## config.mk

```make
export PLATFORM = sky130hd
export DESIGN_NAME = alu_issue_sequencer_flat
export DESIGN_NICKNAME = d
export VERILOG_FILES = /design/src/rtl/alu_issue_sequencer_pkg.sv /design/src/rtl/alu_issue_sequencer_if.sv /design/src/rtl/alu_issue_sequencer_fifo.sv /design/src/rtl/alu_issue_sequencer.sv /design/src/flat_wrapper.sv
export SDC_FILE = /design/constraint.sdc
export NUM_CORES = 1
export LEC_CHECK = 0
export CAP_MARGIN = 20
export CELL_PAD_IN_SITES_DETAIL_PLACEMENT = 0
export CELL_PAD_IN_SITES_GLOBAL_PLACEMENT = 1
export CORE_MARGIN = 1
export CORE_UTILIZATION = 35
export CTS_CLUSTER_SIZE = 28
export DETAILED_ROUTE_END_ITERATION = 10
export PLACE_DENSITY = 0.66
export SYNTH_ARGS = -nofsm -noshare
export SYNTH_HDL_FRONTEND = slang
export SYNTH_SLANG_ARGS = --single-unit
export TNS_END_PERCENT = 30
```

## constraint.sdc

```tcl
create_clock -name CLK -period 6.61 [get_ports CLK]
set_clock_uncertainty 0.05 [all_clocks]
set_input_delay 0.661 -clock CLK [delete_from_list [all_inputs] [get_ports CLK]]
set_output_delay 0.661 -clock CLK [all_outputs]
set_load 0.05 [all_outputs]
```

## src/rtl/alu_issue_sequencer_pkg.sv

```systemverilog
// rtl/alu_issue_sequencer_pkg.sv - shared types and constants for the ALU issue sequencer
package alu_pkg;

    typedef enum logic [2:0] {
        IDLE      = 3'd0,
        SEND_BOTH = 3'd1,
        SEND_A    = 3'd2,
        WAIT_GAP  = 3'd3,
        SEND_B    = 3'd4,
        HOLD      = 3'd5
    } state_e;

    typedef enum logic [1:0] {
        IV_NONE = 2'b00,
        IV_A    = 2'b01,
        IV_B    = 2'b10,
        IV_BOTH = 2'b11
    } inp_valid_e;

    // Commands whose result takes one extra ALU stage in arithmetic mode
    localparam logic [3:0] CMD_INC_MUL = 4'b1001;
    localparam logic [3:0] CMD_SHL_SUB = 4'b1010;

    typedef struct packed {
        logic       split;
        logic [4:0] gap;
        logic       mode;
        logic       cin;
    } req_ctrl_t;

    localparam int REQ_CTRL_W = $bits(req_ctrl_t);

endpackage

```

## src/rtl/alu_issue_sequencer_if.sv

```systemverilog
// rtl/alu_issue_sequencer_if.sv - request handshake bundle into the issue sequencer
interface alu_issue_sequencer_if #(
    parameter int DW = 8,
    parameter int CW = 4
);
    logic          REQ_VALID;
    logic          REQ_READY;
    logic [DW-1:0] REQ_OPA;
    logic [DW-1:0] REQ_OPB;
    logic [CW-1:0] REQ_CMD;
    logic          REQ_MODE;
    logic          REQ_CIN;
    logic          REQ_SPLIT;
    logic [4:0]    REQ_GAP;

    modport master (
        output REQ_VALID, REQ_OPA, REQ_OPB, REQ_CMD, REQ_MODE, REQ_CIN, REQ_SPLIT, REQ_GAP,
        input  REQ_READY
    );

    modport slave (
        input  REQ_VALID, REQ_OPA, REQ_OPB, REQ_CMD, REQ_MODE, REQ_CIN, REQ_SPLIT, REQ_GAP,
        output REQ_READY
    );
endinterface

```

## src/rtl/alu_issue_sequencer_fifo.sv

```systemverilog
// rtl/alu_issue_sequencer_fifo.sv - request FIFO holding whole packed ALU operations
module alu_req_fifo #(
    parameter int W     = 8,
    parameter int DEPTH = 4
) (
    input  logic                   CLK,
    input  logic                   RST_N,
    input  logic                   push,
    input  logic                   pop,
    input  logic [W-1:0]           wdata,
    output logic [W-1:0]           rdata,
    output logic                   full,
    output logic                   empty,
    output logic [$clog2(DEPTH):0] count
);
    localparam int AW = $clog2(DEPTH);

    logic [W-1:0]  mem [DEPTH];
    logic [AW-1:0] wr_ptr;
    logic [AW-1:0] rd_ptr;
    logic          do_push;
    logic          do_pop;

    assign full    = (count == (AW+1)'(DEPTH));
    assign empty   = (count == '0);
    assign do_push = push && !full;
    assign do_pop  = pop && !empty;
    assign rdata   = mem[rd_ptr];

    // Storage is not reset; stale entries are unreachable once the pointers clear
    always_ff @(posedge CLK) begin
        if (do_push) begin
            mem[wr_ptr] <= wdata;
        end
    end

    always_ff @(posedge CLK or negedge RST_N) begin
        if (!RST_N) begin
            wr_ptr <= '0;
            rd_ptr <= '0;
            count  <= '0;
        end else begin
            if (do_push) wr_ptr <= wr_ptr + 1'b1;
            if (do_pop)  rd_ptr <= rd_ptr + 1'b1;
            count <= count + (AW+1)'(do_push) - (AW+1)'(do_pop);
        end
    end

endmodule

```

## src/rtl/alu_issue_sequencer.sv

```systemverilog
// rtl/alu_issue_sequencer.sv - buffers ALU operations and sequences operand beats and result strobe
module alu_issue_sequencer
    import alu_pkg::*;
#(
    parameter int DW      = 8,
    parameter int CW      = 4,
    parameter int DEPTH   = 4,
    parameter int LAT     = 2,
    parameter int MAX_GAP = 16
) (
    input  logic                  CLK,
    input  logic                  RST_N,
    alu_issue_sequencer_if.slave  req,
    input  logic                  CLR_ERR,
    output logic [1:0]            INP_VALID,
    output logic [DW-1:0]         OPA,
    output logic [DW-1:0]         OPB,
    output logic [CW-1:0]         CMD,
    output logic                  MODE,
    output logic                  CIN,
    output logic                  CE,
    output logic                  RES_STROBE,
    output logic                  BUSY,
    output logic                  GAP_ERR,
    output logic [7:0]            ISSUE_CNT
);
    localparam int FW = REQ_CTRL_W + CW + 2 * DW;

    logic [FW-1:0]          fifo_wdata;
    logic [FW-1:0]          fifo_rdata;
    logic                   fifo_full;
    logic                   fifo_empty;
    logic [$clog2(DEPTH):0] fifo_count;
    logic                   pop;

    req_ctrl_t     head_ctrl;
    logic [CW-1:0] head_cmd;
    logic [DW-1:0] head_opa;
    logic [DW-1:0] head_opb;

    state_e     state_q, state_d;
    logic [7:0] cnt_q, cnt_d;
    logic [7:0] hold_len;
    logic       split_q;
    logic [4:0] gap_q;
    inp_valid_e iv_d;
    logic       ce_d;
    logic       strobe_d;
    logic       gap_set;

    assign fifo_wdata = {req.REQ_SPLIT, req.REQ_GAP, req.REQ_MODE, req.REQ_CIN,
                         req.REQ_CMD, req.REQ_OPB, req.REQ_OPA};
    assign {head_ctrl, head_cmd, head_opb, head_opa} = fifo_rdata;

    assign pop           = (state_q == IDLE) && !fifo_empty;
    assign req.REQ_READY = RST_N && !fifo_full;
    assign BUSY          = (state_q != IDLE) || (fifo_count != '0);

    alu_req_fifo #(.W(FW), .DEPTH(DEPTH)) u_fifo (
        .CLK   (CLK),
        .RST_N (RST_N),
        .push  (req.REQ_VALID),
        .pop   (pop),
        .wdata (fifo_wdata),
        .rdata (fifo_rdata),
        .full  (fifo_full),
        .empty (fifo_empty),
        .count (fifo_count)
    );

    assign hold_len = (MODE && (CMD == CW'(CMD_INC_MUL) || CMD == CW'(CMD_SHL_SUB)))
                    ? 8'(LAT + 1) : 8'(LAT);
    assign gap_set  = (state_q == SEND_B) && split_q && (int'(gap_q) >= MAX_GAP);

    always_comb begin
        state_d  = state_q;
        cnt_d    = cnt_q;
        iv_d     = IV_NONE;
        ce_d     = 1'b0;
        strobe_d = 1'b0;
        case (state_q)
            IDLE:      if (!fifo_empty) state_d = head_ctrl.split ? SEND_A : SEND_BOTH;
            SEND_BOTH: begin state_d = HOLD; cnt_d = hold_len; end
            SEND_A: begin
                if (gap_q == 5'd0) begin
                    state_d = SEND_B;
                end else begin
                    state_d = WAIT_GAP;
                    cnt_d   = {3'b000, gap_q};
                end
            end
            WAIT_GAP:  if (cnt_q == 8'd1) state_d = SEND_B; else cnt_d = cnt_q - 8'd1;
            SEND_B:    begin state_d = HOLD; cnt_d = hold_len; end
            HOLD:      if (cnt_q == 8'd1) state_d = IDLE; else cnt_d = cnt_q - 8'd1;
            default:   state_d = IDLE;
        endcase
        // Outputs are registered, so they are decoded from the state being entered
        case (state_d)
            SEND_BOTH: iv_d = IV_BOTH;
            SEND_A:    iv_d = IV_A;
            SEND_B:    iv_d = IV_B;
            default:   iv_d = IV_NONE;
        endcase
        ce_d     = (state_d != IDLE);
        strobe_d = (state_d == HOLD) && (cnt_d == 8'd1);
    end

    always_ff @(posedge CLK or negedge RST_N) begin
        if (!RST_N) begin
            state_q    <= IDLE;
            cnt_q      <= '0;
            split_q    <= 1'b0;
            gap_q      <= '0;
            INP_VALID  <= IV_NONE;
            OPA        <= '0;
            OPB        <= '0;
            CMD        <= '0;
            MODE       <= 1'b0;
            CIN        <= 1'b0;
            CE         <= 1'b0;
            RES_STROBE <= 1'b0;
            GAP_ERR    <= 1'b0;
            ISSUE_CNT  <= '0;
        end else begin
            state_q    <= state_d;
            cnt_q      <= cnt_d;
            INP_VALID  <= iv_d;
            CE         <= ce_d;
            RES_STROBE <= strobe_d;
            ISSUE_CNT  <= ISSUE_CNT + {7'd0, strobe_d};
            GAP_ERR    <= gap_set || (GAP_ERR && !CLR_ERR);
            if (pop) begin
                OPA     <= head_opa;
                OPB     <= head_opb;
                CMD     <= head_cmd;
                MODE    <= head_ctrl.mode;
                CIN     <= head_ctrl.cin;
                split_q <= head_ctrl.split;
                gap_q   <= head_ctrl.gap;
            end
        end
    end

endmodule

```

## src/flat_wrapper.sv

```systemverilog
// flat-port wrapper written by rule: the top's interface ports become plain ports
module alu_issue_sequencer_flat import alu_pkg::*;
#(
    parameter int DW      = 8,
    parameter int CW      = 4,
    parameter int DEPTH   = 4,
    parameter int LAT     = 2,
    parameter int MAX_GAP = 16
)
  (CLK, RST_N, CLR_ERR, INP_VALID, OPA, OPB, CMD, MODE, CIN, CE, RES_STROBE, BUSY, GAP_ERR, ISSUE_CNT, req_REQ_VALID, req_REQ_OPA, req_REQ_OPB, req_REQ_CMD, req_REQ_MODE, req_REQ_CIN, req_REQ_SPLIT, req_REQ_GAP, req_REQ_READY);
  alu_issue_sequencer_if #(.DW(DW), .CW(CW)) req_i ();
  input  logic CLK;
  input  logic RST_N;
  input  logic CLR_ERR;
  output logic [1:0] INP_VALID;
  output logic [DW-1:0] OPA;
  output logic [DW-1:0] OPB;
  output logic [CW-1:0] CMD;
  output logic MODE;
  output logic CIN;
  output logic CE;
  output logic RES_STROBE;
  output logic BUSY;
  output logic GAP_ERR;
  output logic [7:0] ISSUE_CNT;
  input wire logic [$bits(req_i.REQ_VALID)-1:0] req_REQ_VALID;
  input wire logic [$bits(req_i.REQ_OPA)-1:0] req_REQ_OPA;
  input wire logic [$bits(req_i.REQ_OPB)-1:0] req_REQ_OPB;
  input wire logic [$bits(req_i.REQ_CMD)-1:0] req_REQ_CMD;
  input wire logic [$bits(req_i.REQ_MODE)-1:0] req_REQ_MODE;
  input wire logic [$bits(req_i.REQ_CIN)-1:0] req_REQ_CIN;
  input wire logic [$bits(req_i.REQ_SPLIT)-1:0] req_REQ_SPLIT;
  input wire logic [$bits(req_i.REQ_GAP)-1:0] req_REQ_GAP;
  output wire logic [$bits(req_i.REQ_READY)-1:0] req_REQ_READY;
  assign req_i.REQ_VALID = req_REQ_VALID;
  assign req_i.REQ_OPA = req_REQ_OPA;
  assign req_i.REQ_OPB = req_REQ_OPB;
  assign req_i.REQ_CMD = req_REQ_CMD;
  assign req_i.REQ_MODE = req_REQ_MODE;
  assign req_i.REQ_CIN = req_REQ_CIN;
  assign req_i.REQ_SPLIT = req_REQ_SPLIT;
  assign req_i.REQ_GAP = req_REQ_GAP;
  assign req_REQ_READY = req_i.REQ_READY;
  alu_issue_sequencer #(.DW(DW), .CW(CW), .DEPTH(DEPTH), .LAT(LAT), .MAX_GAP(MAX_GAP)) u_core (.CLK(CLK), .RST_N(RST_N), .req(req_i), .CLR_ERR(CLR_ERR), .INP_VALID(INP_VALID), .OPA(OPA), .OPB(OPB), .CMD(CMD), .MODE(MODE), .CIN(CIN), .CE(CE), .RES_STROBE(RES_STROBE), .BUSY(BUSY), .GAP_ERR(GAP_ERR), .ISSUE_CNT(ISSUE_CNT));
endmodule
```

Yosys cells after proc, flatten, opt, wreduce, memory -nomap -nowiden
Memories as Yosys holds them, arrays and structs flattened.
Index checks and enable logic that the tools add are counted.
{"block": "word_totals", "ff_bits": 59, "latch_bits": 0, "ramBits": 112, "mem_bits_ro": 0, "inputBits": 32, "out_inout_bits": 37, "wordCells": 75, "mem_count": 1}
{"block": "classes", "n_addsub": 6, "multipliers": 0, "div": 0, "n_lt_le_gt_ge": 1, "eq_ne": 14, "shift": 0, "muxes": 13, "n_bitwise": 0, "reduce_logical": 23}
{"memory": "u_core.u_fifo.mem", "words": 4, "width": 28, "rd": 1, "rd_clocked_by_memory_dff": 0, "write_ports": 1, "line": "alu_issue_sequencer_fifo.sv:18", "text": "logic [W-1:0] mem [DEPTH];"}
{"operator": "$pmux W8 S3", "count": 1}
{"operator": "$eq A8 B1 Y1 const B", "count": 2}
{"operator": "$mux W8", "count": 2}
{"operator": "$eq A3 B3 Y1 const B", "count": 5}
{"operator": "$pmux W3 S5", "count": 1}
{"operator": "$mux W3", "count": 4}
{"operator": "$eq A3 B2 Y1 const B", "count": 3}
{"operator": "$logic_and A1 B1 Y1", "count": 9}
{"operator": "$reduce_bool A3 Y1", "count": 3}
{"operator": "$add A8 B1 Y8", "count": 1}
{"operator": "$eq A4 B4 Y1 const B", "count": 2}
{"operator": "$sub A8 B1 Y8 const B", "count": 1}
{"operator": "$eq A3 B1 Y1 const B", "count": 2}
{"operator": "$logic_not A3 Y1", "count": 2}
{"operator": "$pmux W2 S3", "count": 1}
{"operator": "$ge A5 B5 Y1 const B", "count": 1}
{"operator": "$logic_not A5 Y1", "count": 1}
{"operator": "$add A2 B1 Y2 const B", "count": 2}
{"operator": "$reduce_or A2 Y1", "count": 2}
{"operator": "$add A3 B1 Y3", "count": 1}
{"operator": "$logic_not A1 Y1", "count": 3}
{"operator": "$logic_or A1 B1 Y1", "count": 3}
{"operator": "$mux W1", "count": 3}
{"operator": "$sub A3 B1 Y3", "count": 1}
{"operator": "$mux W2", "count": 1}

Logic depth before layout (Yosys ltp)
Gate-level depths: netlist of the first run.
{"block": "logic_depth", "depth_word": 8, "mapped_depth": 14, "depth_no_buf": 13}

Modules after synthesis
Synthesis of the first run repeated with hierarchy kept, for this count alone.
{"block": "hier_totals", "hier_cells": 408, "area_unflattened_um2": 7021.7}
{"mod": "alu_req_fifo", "instances": 1, "cells_each": 187, "area_each_um2": 4514.3, "seq_area_each_um2": 3538.4}
{"mod": "alu_issue_sequencer", "instances": 1, "cells_each": 221, "area_each_um2": 2507.4, "seq_area_each_um2": 1301.2}

Least setup slack after synthesis of the first run
No wires, ideal clock.
{"block": "synth_path", "path_kind": "flip-flop to flip-flop", "from": "register u_core.cnt_q[0]", "to": "register u_core.ISSUE_CNT[6]", "arrival_ps": 2646, "path_slack_ps": 3770, "path_stages_with_launch": 14, "path_buffers": 1, "path_cell_list": "dfrtp_1 > ha_1 > nor3b_1 > and2_1 > or2_2 > buf_6 > o211ai_1 > and2b_1 > and4b_1 > ha_1 > ha_1 > nand3_1 > nor2_1 > xor2_1"}
{"block": "synth_between", "elab_chain_len": 6, "elab_cells_between_ends": 12, "classes_between": "2 x add/sub; 3 x eq/ne; 6 x mux; 1 x reduce/logical"}
{"element": "start: declaration", "line": "alu_issue_sequencer.sv:42", "text": "logic [7:0] cnt_q, cnt_d;"}
{"element": "start signal: assignment", "line": "alu_issue_sequencer.sv:126", "text": "cnt_q <= cnt_d;"}
{"element": "$sub A8 B1 Y8 / $eq A8 B1 Y1 (equally long branches)", "line": "alu_issue_sequencer.sv:92, alu_issue_sequencer.sv:94"}
{"element": "$mux W8 (*)", "line": "alu_issue_sequencer.sv:92, alu_issue_sequencer.sv:94"}
{"element": "$pmux W8 S3 (*)", "line": "alu_issue_sequencer.sv:81", "text": "case (state_q)"}
{"element": "named net u_core.cnt_d[3]", "line": "alu_issue_sequencer.sv:42"}
{"element": "$eq A8 B1 Y1 (*)", "line": "alu_issue_sequencer.sv:105", "text": "strobe_d = (state_d == HOLD) && (cnt_d == 8'd1);"}
{"element": "$logic_and A1 B1 Y1 (*)", "line": "alu_issue_sequencer.sv:105"}
{"element": "named net u_core.strobe_d", "line": "alu_issue_sequencer.sv:48", "text": "logic strobe_d;"}
{"element": "$add A8 B1 Y8 (*)", "line": "alu_issue_sequencer.sv:130", "text": "ISSUE_CNT <= ISSUE_CNT + {7'd0, strobe_d};"}
{"element": "end signal: assignment", "line": "alu_issue_sequencer.sv:130"}
{"element": "end: declaration", "line": "alu_issue_sequencer.sv:25", "text": "output logic [7:0] ISSUE_CNT"}
Mark *: on every way through the listed nets, which the timed path passes. The rest lies on a longest branch.
A chain may end at the register's enable or synchronous reset.

Worst setup path in the final report of the first run
{"block": "layout_path", "from": "register u_core.state_q[1]", "to": "register u_core.ISSUE_CNT[6]"}
{"block": "layout_between", "elab_chain_len": 6, "elab_cells_between_ends": 17, "classes_between": "1 x add/sub; 7 x eq/ne; 5 x mux; 4 x reduce/logical"}
{"element": "start: declaration", "line": "alu_issue_sequencer.sv:41", "text": "state_e state_q, state_d;"}
{"element": "start signal: assignment", "line": "alu_issue_sequencer.sv:125", "text": "state_q <= state_d;"}
{"element": "$eq A3 B2 Y1, or another cell as far along", "line": "alu_issue_sequencer.sv:81"}
{"element": "$reduce_or A2 Y1 (no line)"}
{"element": "$pmux W8 S3 / $pmux W3 S5 (equally long branches)", "line": "alu_issue_sequencer.sv:81"}
{"element": "$eq A8 B1 Y1 / $eq A3 B3 Y1 (equally long branches)", "line": "alu_issue_sequencer.sv:105"}
{"element": "$logic_and A1 B1 Y1 (*)", "line": "alu_issue_sequencer.sv:105"}
{"element": "named net u_core.strobe_d", "line": "alu_issue_sequencer.sv:48"}
{"element": "$add A8 B1 Y8 (*)", "line": "alu_issue_sequencer.sv:130"}
Marked as above.

==> results of run 1 <==
## flip-flops by register name (all words and copies together) (netlist names), 2 cells and up
register / cells
u_core.CMD: 4
u_core.cnt_q: 8
u_core.u_fifo.mem: 112
u_core.OPA: 8
u_core.ISSUE_CNT: 8
u_core.state_q: 3
u_core.gap_q: 5
u_core.u_fifo.count: 3
u_core.INP_VALID: 2
u_core.u_fifo.wr_ptr: 2
u_core.OPB: 8
u_core.u_fifo.rd_ptr: 2
## metrics by stage
step	total power, µW	instance area, µm²
2_1_floorplan	2545	6832
3_3_place_gp	2946	7830
3_5_place_dp	2965	7830
4_1_cts	3967	8414
5_1_grt	4122	8414
6_report	3912	8414
## cell type report
cell class	count	area, µm²
Multi-Input combinational cell	188	1877
Sequential cell	171	4841
Inverter	13	48.80
Clock buffer	18	429.2
Tap cell	260	325.3
Fill cell	1708	10480
Clock inverter	14	155.1
Timing Repair Buffer	76	738.2
## worst paths after layout
kind / from / to / slack (ns) / cells past startpoint
min in group CLK: u_core.ISSUE_CNT[7]$_DFF_PN0_ / u_core.ISSUE_CNT[7]$_DFF_PN0_ / 0.44 / 1
hold reg to reg: u_core.ISSUE_CNT[7]$_DFF_PN0_ / u_core.ISSUE_CNT[7]$_DFF_PN0_ / 0.44 / 1
setup reg to reg: u_core.state_q[1]$_DFF_PN0_ / u_core.ISSUE_CNT[6]$_DFF_PN0_ / 3.31 / 11
setup / recovery: u_core.state_q[1]$_DFF_PN0_ / u_core.ISSUE_CNT[6]$_DFF_PN0_ / 3.31 / 11
hold / removal: RST_N / u_core.INP_VALID[1]$_DFF_PN0_ / 0.43 / 2
max in group asynchronous: RST_N / u_core.u_fifo.rd_ptr[0]$_DFFE_PN0P_ / 5.48 / 2
## kinds of logic after synthesis
kind of cell | count (synthesis) | share of synthesized area (%)
compound gates | 37 | 3.718
flops | 171 | 70.84
fa+ha+maj | 11 | 2.125
simple gates | 69 | 5.824
mux | 58 | 14.14
buf+inv | 27 | 1.685
xor+xnor | 13 | 1.667
## cell usage after synthesis, drive strengths merged (2+ instances only)
library cell,count,area (µm²)
nand2,15,63.81
nand3,5,25.02
o211ai,3,22.52
dfrtp,59,1476
nor3b,2,15.01
a21o,3,22.52
mux2i,2,20.02
buf,7,40.03
o21bai,3,22.52
mux4,28,630.6
inv,13,48.80
nand2b,5,31.28
nor3,7,35.03
nand4,2,12.51
and2,6,37.54
mux2,28,315.3
a21oi,4,20.02
ha,10,125.1
a21boi,3,22.52
o21ai,10,50.05
edfxtp,112,3363
nor2b,5,31.28
clkbuf,7,26.28
xor2,3,26.28
xnor2,10,87.58
o31ai,3,22.52
and2b,2,15.01
nor2,9,33.78
## per-layer routing
| metal | vias up | global-route usage [%] |
|---|---|---|
| met5 | - | 0 |
| met4 | 0 | 5.263 |
| met3 | 15 | 4.151 |
| met2 | 86 | 24.09 |
| met1 | 1830 | 17.79 |
| li1 | 1650 | - |
## power by group
part | leakage (µW) | internal [µW] | total [µW] | switching, µW
registers | 0.00175 | 1440 | 1610 | 165
clock network | 0.000283 | 565 | 991 | 426
logic | 0.00103 | 564 | 1310 | 749
## worst reg2reg max path, cell delays in order, from the launching register on
cell	delay, ns
dfrtp_1	0.57
and2b_1	0.30
o21ai_0	0.42
or2_2	0.29
o221ai_1	0.15
nor4b_1	0.37
and4b_1	0.27
ha_1	0.20
ha_1	0.19
nand3_1	0.12
nor2_1	0.14
xor2_1	0.15
==> impl_metrics.env, run 1 <==
export IMPL_post_route_period_util_pct=49.96
export IMPL_overflow=0
export IMPL_startpoint_type="register"
export IMPL_grt_pass1_wl_mm=21.29
export IMPL_max_slew_margin_pct=43.22
export IMPL_required_ns=6.90
export IMPL_drtAntennaViolNets=0
export IMPL_fin_nets=510
export IMPL_hold_class="input port to asynchronous set/reset pin"
export IMPL_cts_buffers=17
export IMPL_instances_no_fill=740
export IMPL_clock_sinks=171
export IMPL_clkLatencyLatePin_ns=0.42
export IMPL_cp_end_kind="register"
export IMPL_cts_tree="done"
export IMPL_final_hold_violation_count=0
export IMPL_cts_hold_buf=0
export IMPL_antenna_found_initial=0
export IMPL_place_inst=708
export IMPL_cpMostUsedCell="ha_1"
export IMPL_wl_per_cell_um=17.76
export IMPL_drc=0
export IMPL_dr_wl_met3_um=613
export IMPL_setup_slack_ns=3.307
export IMPL_cp_max_fo=19
export IMPL_io_pins=69
export IMPL_totalWireLength_mm=13.14
export IMPL_globalplace_congestion=0.8415
export IMPL_final_cell_mix="112 x edfxtp_1, 67 x clkdlybuf4s50_1, 58 x dfrtp_1"
export IMPL_grt_max_degree=60
export IMPL_rsz0062_at_grt="no"
export IMPL_synth_edf_count=112
export IMPL_path_class="register to register"
export IMPL_clock_fmax_ghz=0.3028
export IMPL_drv_cap=0
export IMPL_crit_path_max_incr_delay_ns=0.57
export IMPL_cp_slowest_cell="dfrtp_1"
export IMPL_cts_buffer_depth=2
export IMPL_cellPowerDensity_mw_per_mm2=465.0
export IMPL_synthArstFlopShare_pct=34.50
export IMPL_diodes=0
export IMPL_via_count=3581
export IMPL_ys_flop_type="edfxtp_1"
export IMPL_design_core_area_mm2=0.01889
export IMPL_path_buf_inv=0
export IMPL_crit_chain="and2b_1 > o21ai_0 > or2_2 > o221ai_1 > nor4b_1 > and4b_1 > ha_1 > ha_1 > nand3_1 > nor2_1 > xor2_1"
export IMPL_io_buffers=68
export IMPL_ys_seq_area_share_pct=70.84
export IMPL_drt_met1_wl_mm=5.759
export IMPL_die_area_mm2=0.02008
export IMPL_die_w_um=141.7
export IMPL_cts_resized_gates=0
export IMPL_cts_max_level=4
export IMPL_tns_ns=0
export IMPL_setup_viol=0
export IMPL_routed_wl_met2_mm=6.555
export IMPL_worstMarginPinSlew_ns=0.8518
export IMPL_synth_distinct_cells=52
export IMPL_area_delta_synth_final_pct=23.17
export IMPL_firstDrtPassIters=4
export IMPL_highest_layer="met4"
export IMPL_syn_num_nets=429
export IMPL_clk_pin_slew_ns=0.07
export IMPL_place_ws_ns=3.297
export IMPL_slew_viol_final=0
export IMPL_syn_area_mm2=0.006832
export IMPL_critical_path_top_delay_family="simple AND/OR/NAND/NOR gates"
export IMPL_ys_ff_latch=171
export IMPL_peakVddDrop_mv=0.2327
export IMPL_fp_dieH_um=141.7
export IMPL_avgViaCountPerCell=4.839
export IMPL_finish_utilization_pct=44.54
export IMPL_worstPathArrival_ns=3.59
export IMPL_rows=50
export IMPL_grt_usage_pct=14.41
export IMPL_cts_root_buf="clkbuf_16"
export IMPL_layout_drive_gt1_share_pct=21.25
export IMPL_dp_hpwl_mm=8.256
export IMPL_ys_warnings_count=0
export IMPL_status="complete, no violations"
export IMPL_netlist_instances=386
export IMPL_grt_pass1_vias=3854
export IMPL_start_util_pct=36.16
export IMPL_drt_iter0_markers=194
export IMPL_avgSynthCellArea_um2=17.70
export IMPL_post_cts_buffers=0
export IMPL_p_leak_uw=0.003062
export IMPL_min_period_ns=3.303
export IMPL_hold_ws_ns=0.4311
export IMPL_layout_commonest_cell="edfxtp_1"
No activity file was read; power rests on OpenSTA's default activity.
==> inputs of run 2 (changes only) <==
--- a/config.mk
+++ b/config.mk
@@ -12,7 +12,7 @@
 export CORE_UTILIZATION = 35
 export CTS_CLUSTER_SIZE = 28
 export DETAILED_ROUTE_END_ITERATION = 10
-export PLACE_DENSITY = 0.66
+export PLACE_DENSITY = 0.69
 export SYNTH_ARGS = -nofsm -noshare
 export SYNTH_HDL_FRONTEND = slang
 export SYNTH_SLANG_ARGS = --single-unit
==> constraint.sdc (replaced) <==
create_clock -name CLK -period 2.8 [get_ports CLK]
set_clock_uncertainty 0.05 [all_clocks]
set_input_delay 0.28 -clock CLK [delete_from_list [all_inputs] [get_ports CLK]]
set_output_delay 0.28 -clock CLK [all_outputs]
set_load 0.05 [all_outputs]
==> run 2 against run 1 <==
Against the previous run: the flow now finishes with violations (negative setup slack); sequential power is 130% higher; count of clock-buffer cells in the layout unchanged; register-to-register slack worse by 3.4 ns; power up 150%; highest routed layer unchanged.
==> impl_metrics.env, run 2 (synthesized netlist as in run 1, its figures left out) <==
export IMPL_clock_sinks=171
export IMPL_instances_no_fill=776
export IMPL_cts_buffers=17
export IMPL_layout_drive_gt1_share_pct=29.07
export IMPL_cts_buffer_depth=2
export IMPL_firstDrtPassIters=4
export IMPL_cp_max_fo=5
export IMPL_crit_cells=12
export IMPL_place_area_mm2=0.008158
export IMPL_grt_pass1_wl_mm=21.54
export IMPL_place_inst=742
export IMPL_globalplace_congestion=0.8235
export IMPL_overflow=0
export IMPL_whs_path_depth=2
export IMPL_slew_viol_final=0
export IMPL_grt_max_degree=60
export IMPL_wl_per_cell_um=17.17
export IMPL_path_buf_inv=1
export IMPL_drc=0
export IMPL_rows=50
export IMPL_drv_cap=0
export IMPL_hold_class="input port to register"
export IMPL_drtAntennaViolNets=0
export IMPL_rsz0062_at_grt="yes"
export IMPL_die_w_um=141.7
export IMPL_antenna_found_initial=0
export IMPL_cts_root_buf="clkbuf_16"
export IMPL_cellPowerDensity_mw_per_mm2=1098
export IMPL_peakVddDrop_mv=0.6369
export IMPL_worstMarginPinSlew_ns=0.5868
export IMPL_path_class="register to register"
export IMPL_cpMostUsedCell="ha_4"
export IMPL_fp_dieH_um=141.7
export IMPL_clk_pin_slew_ns=0.07
export IMPL_cts_max_level=4
export IMPL_io_pins=69
export IMPL_final_area_mm2=0.008827
export IMPL_critical_path_top_delay_family="simple AND/OR/NAND/NOR gates"
export IMPL_layout_commonest_cell="edfxtp_1"
export IMPL_clkLatencyLatePin_ns=0.43
export IMPL_violations="negative setup slack"
export IMPL_crit_path_max_incr_delay_ns=0.54
export IMPL_start_util_pct=36.16
export IMPL_io_buffers=68
export IMPL_max_slew_margin_pct=60.88
export IMPL_totalWireLength_mm=13.32
export IMPL_final_cell_mix="112 x edfxtp_1, 66 x clkdlybuf4s50_1, 58 x dfrtp_1"
export IMPL_worstPathArrival_ns=3.12
export IMPL_reg2reg_depth=12
export IMPL_crit_chain="or4_4 > or4b_4 > nand2_4 > buf_4 > o21ai_0 > nor4b_1 > and4b_2 > ha_4 > ha_4 > nand3_2 > nor2_2 > xor2_1"
export IMPL_dp_hpwl_mm=8.474
export IMPL_largest_reg_flops=112
export IMPL_setup_viol=3
export IMPL_final_hold_violation_count=0
export IMPL_required_ns=3.06
export IMPL_cts_tree="done"
export IMPL_grt_pass1_vias=3940
export IMPL_cp_slowest_cell="or4_4"
export IMPL_setup_slack_ns=-0.06059
export IMPL_via_count=3728
export IMPL_die_area_mm2=0.02008
export IMPL_clock_fmax_ghz=0.3496
export IMPL_fin_nets=546
export IMPL_area_delta_synth_final_pct=29.21
export IMPL_status="finished, violations left"
export IMPL_min_period_ns=2.861
export IMPL_cp_end_kind="register"
export IMPL_avgViaCountPerCell=4.804
export IMPL_tns_ns=-0.07396
export IMPL_top_register="u_core.u_fifo.mem"
export IMPL_diodes=0
export IMPL_startpoint_type="register"
export IMPL_design_core_area_mm2=0.01889
export IMPL_drt_iter0_markers=193
export IMPL_post_route_period_util_pct=102.2
export IMPL_grt_usage_pct=14.56
export IMPL_p_leak_uw=0.003287
==> run 2: cell types whose count changed in the layout (fill, tap and decap cells not counted), sizes merged, moves of 2 or more <==
cell and delta:
inv -2, clkinvlp -2, clkinv +3, buf +36
==> run 2: path summary, 6_finish.rpt <==
check                                                   start                             endpoint  slack, ns
worst max-delay path              u_core.state_q[0]$_DFF_PN0_        u_core.ISSUE_CNT[6]$_DFF_PN0_      -0.06
worst min-delay path                                  CLR_ERR             u_core.GAP_ERR$_DFF_PN0_       0.36
worst max register to register    u_core.state_q[0]$_DFF_PN0_        u_core.ISSUE_CNT[6]$_DFF_PN0_      -0.06
worst min register to register  u_core.ISSUE_CNT[7]$_DFF_PN0_        u_core.ISSUE_CNT[7]$_DFF_PN0_       0.42
max in group asynchronous                               RST_N  u_core.u_fifo.rd_ptr[0]$_DFFE_PN0P_       1.96
min in group asynchronous                               RST_N            u_core.cnt_q[7]$_DFF_PN0_       0.44
==> run 2: stage by stage <==
step	hold WS (ns)	power [µW]	utilization, %	worst slack [ns]
floorplan	-0.06559	6011	-	-0.009323
global placement	0.3709	7251	43.18	-0.05218
detailed placement	0.3649	7333	43.18	-0.1267
CTS	0.3418	9825	46.64	-0.09562
global route	0.3753	10220	46.72	-0.1480
finish	0.3609	9691	46.72	-0.06059
==> run 2: area by class of cell <==
type | count | area [µm²]
Inverter | 13 | 48.80
Fill cell | 1688 | 10070
Clock inverter | 14 | 183.9
Tap cell | 260 | 325.3
Clock buffer | 18 | 439.2
Multi-Input combinational cell | 188 | 1921
Timing Repair Buffer | 112 | 1069
Sequential cell | 171 | 4841
==> run 2: routing by layer <==
layer  up-vias  global-route usage, %  part of all wire, %
li1       1723                      -                    -
met1      1910                  18.59                   44
met2        81                  24.06                   51
met3        14                  3.881                  3.9
met4         0                  4.924                  1.1
met5         -                      0                    0
==> run 2: report_power, final <==
| group | internal (µW) | switching [µW] |
|---|---|---|
| Clock | 1450 | 1000 |
| Sequential | 3410 | 311 |
| Combinational | 1600 | 1920 |
==> run 2: timing repair <==
item	4_1_cts	5_1_grt
pin swaps	3	1
endpoints found under the setup margin	4	6
buffers inserted	1	0
hold buffers	1	0
endpoints found under the hold margin	59	0
resized for setup	2	3
==> inputs of run 3 (changes only) <==
--- a/config.mk
+++ b/config.mk
@@ -8,11 +8,12 @@
 export CAP_MARGIN = 20
 export CELL_PAD_IN_SITES_DETAIL_PLACEMENT = 0
 export CELL_PAD_IN_SITES_GLOBAL_PLACEMENT = 1
-export CORE_MARGIN = 1
+export CORE_MARGIN = 10
 export CORE_UTILIZATION = 35
 export CTS_CLUSTER_SIZE = 28
 export DETAILED_ROUTE_END_ITERATION = 10
 export PLACE_DENSITY = 0.69
+export SKIP_LAST_GASP = 1
 export SYNTH_ARGS = -nofsm -noshare
 export SYNTH_HDL_FRONTEND = slang
 export SYNTH_SLANG_ARGS = --single-unit
==> run 3 against run 2 <==
Against the previous run: routed wire length grew 6.0%; non-clock buffer count grew 8; the run still ends with negative setup slack left; critical endpoint unchanged; combinational power rose by 3%; first-iteration DRC count is 32% lower; highest routed layer is now met5.
==> impl_metrics.env, run 3 (synthesized netlist as in run 1, its figures left out) <==
export IMPL_status="finished, violations left"
export IMPL_violations="negative setup slack"
export IMPL_clk_pin_slew_ns=0.07
export IMPL_dp_hpwl_mm=9.374
export IMPL_slew_viol_final=0
export IMPL_final_hold_violation_count=0
export IMPL_cpMostUsedCell="ha_4"
export IMPL_layout_commonest_cell="edfxtp_1"
export IMPL_via_count=3772
export IMPL_cp_max_fo=4
export IMPL_clock_sinks=171
export IMPL_cts_max_level=4
export IMPL_antenna_found_initial=1
export IMPL_drt_iter0_markers=131
export IMPL_ff2ff_setup_slack_ns=-0.10
export IMPL_cp_end_kind="register"
export IMPL_cts_hold_buf=0
export IMPL_required_ns=3.05
export IMPL_top_register="u_core.u_fifo.mem"
export IMPL_largest_reg_flops=112
export IMPL_pwr_share_clk_pct=23.5
export IMPL_die_w_um=159.7
export IMPL_design_core_area_mm2=0.01933
export IMPL_drc=0
export IMPL_cts_buffers=17
export IMPL_cts_root_buf="clkbuf_16"
export IMPL_place_area_mm2=0.008157
export IMPL_grtUsageMet2_pct=19.01
export IMPL_io_buffers=68
export IMPL_layout_drive_gt1_share_pct=30.34
export IMPL_crit_path_max_incr_delay_ns=0.54
export IMPL_fin_nets=554
export IMPL_cts_buffer_depth=2
export IMPL_final_cell_mix="112 x edfxtp_1, 66 x clkdlybuf4s50_1, 58 x dfrtp_1"
export IMPL_hold_class="input port to asynchronous set/reset pin"
export IMPL_wl_per_cell_um=17.90
export IMPL_max_slew_margin_pct=44.68
export IMPL_cts_tree="done"
export IMPL_die_area_mm2=0.02551
export IMPL_worstPathArrival_ns=3.15
export IMPL_fp_dieH_um=159.7
export IMPL_clkLatencyLatePin_ns=0.42
export IMPL_area_delta_synth_final_pct=29.29
export IMPL_peakVddDrop_mv=0.6206
export IMPL_totalWireLength_mm=14.12
export IMPL_rows=51
export IMPL_power_share_switching_pct=34.91
export IMPL_critical_path_top_delay_family="simple AND/OR/NAND/NOR gates"
export IMPL_power_share_combinational_pct=37.8
export IMPL_diodes=0
export IMPL_grt_pass1_vias=4151
export IMPL_globalplace_congestion=0.8232
export IMPL_use_met3_pct=3.728
export IMPL_clock_fmax_ghz=0.3442
export IMPL_drv_cap=0
export IMPL_overflow=0
export IMPL_path_buf_inv=1
export IMPL_firstDrtPassIters=4
export IMPL_min_period_ns=2.905
export IMPL_rsz0062_at_grt="yes"
export IMPL_grt_max_degree=60
export IMPL_crit_chain="or4_4 > or4b_4 > nand2_4 > buf_6 > o21ai_2 > nor4b_2 > and4b_2 > ha_4 > ha_4 > nand3_4 > nor2_2 > xor2_1"
export IMPL_grt_busiest_layer="met2"
export IMPL_grt_usage_pct=11.34
export IMPL_avgViaCountPerCell=4.781
export IMPL_start_util_pct=35.33
export IMPL_post_route_period_util_pct=103.7
export IMPL_cp_slowest_cell="or4_4"
export IMPL_drtAntennaViolNets=0
export IMPL_final_area_mm2=0.008832
export IMPL_switching_power_uw=3361
export IMPL_internal_power_uw=6268
export IMPL_grt_pass1_wl_mm=22.85
export IMPL_finish_utilization_pct=45.68
export IMPL_seqPwrFrac_pct=38.7
export IMPL_setup_slack_ns=-0.1049
export IMPL_startpoint_type="register"
export IMPL_p_leak_uw=0.003303
export IMPL_path_class="register to register"
export IMPL_cellPowerDensity_mw_per_mm2=1090
export IMPL_tns_ns=-0.3114
export IMPL_use_met1_pct=13.71
export IMPL_setup_viol=4
export IMPL_io_pins=69
export IMPL_worstMarginPinSlew_ns=0.8297
==> run 3: final cells by class <==
type | instances | area [µm²]
sequential | 171 | 4841
inverter | 13 | 48.80
timing repair buffer | 120 | 1075
multi-input combinational | 188 | 1962
tap | 265 | 331.6
clock inverter | 14 | 145.1
fill | 1711 | 10500
clock buffer | 18 | 429.2
==> run 3: worst register-to-register path, delay by kind of cell (launching register included) <==
kind,cells,cell delay (ns)
flops,1,0.38
fa+ha+maj,2,0.35
xor+xnor,1,0.13
compound gates,1,0.04
buf+inv,1,0.11
simple gates,7,1.74
==> run 3: final timing paths <==
kind | from | end | cells past startpoint
max in group asynchronous | RST_N | u_core.u_fifo.rd_ptr[0]$_DFFE_PN0P_ | 2
max | u_core.gap_q[3]$_DFFE_PN0P_ | u_core.ISSUE_CNT[6]$_DFF_PN0_ | 12
min in group CLK | CLR_ERR | u_core.GAP_ERR$_DFF_PN0_ | 2
min | RST_N | u_core.cnt_q[7]$_DFF_PN0_ | 2
min reg2reg | u_core.ISSUE_CNT[7]$_DFF_PN0_ | u_core.ISSUE_CNT[7]$_DFF_PN0_ | 1
max reg2reg | u_core.gap_q[3]$_DFFE_PN0P_ | u_core.ISSUE_CNT[6]$_DFF_PN0_ | 12
==> run 3: timing repair <==
item                       in CTS  in global routing
setup endpoints to repair       3                  6
pin swaps                       0                  5
gates resized for setup         3                 14
setup buffers                   0                  2
==> run 3: power groups by stage <==
stage	sequential [µW]	combinational (µW)	clock, µW
2_1_floorplan	4390	1620	0
4_1_cts	3730	3630	2320
3_3_place_gp	3740	3560	0
5_1_grt	3810	3930	2420
6_report	3730	3640	2270
3_5_place_dp	3770	3600	0
==> run 3: routing by layer <==
layer  vias to the layer above  part of all wire (%)
met5                         -                  0.13
met4                         2                  0.93
met3                        14                   5.0
met2                        78                    50
met1                      1939                    44
li1                       1739                     -
==> run 3: stage by stage <==
stage | hold WS [ns] | instances | power [µW] | setup WS (ns)
after floorplan | -0.06559 | 386 | 6011 | -0.009323
after global placement | 0.4141 | 755 | 7303 | -0.05524
after detailed placement | 0.4242 | 755 | 7370 | -0.09500
after CTS | 0.1320 | 787 | 9687 | -0.05632
after global routing | 0.1553 | 789 | 10170 | -0.1765
final | 0.08176 | 789 | 9629 | -0.1049
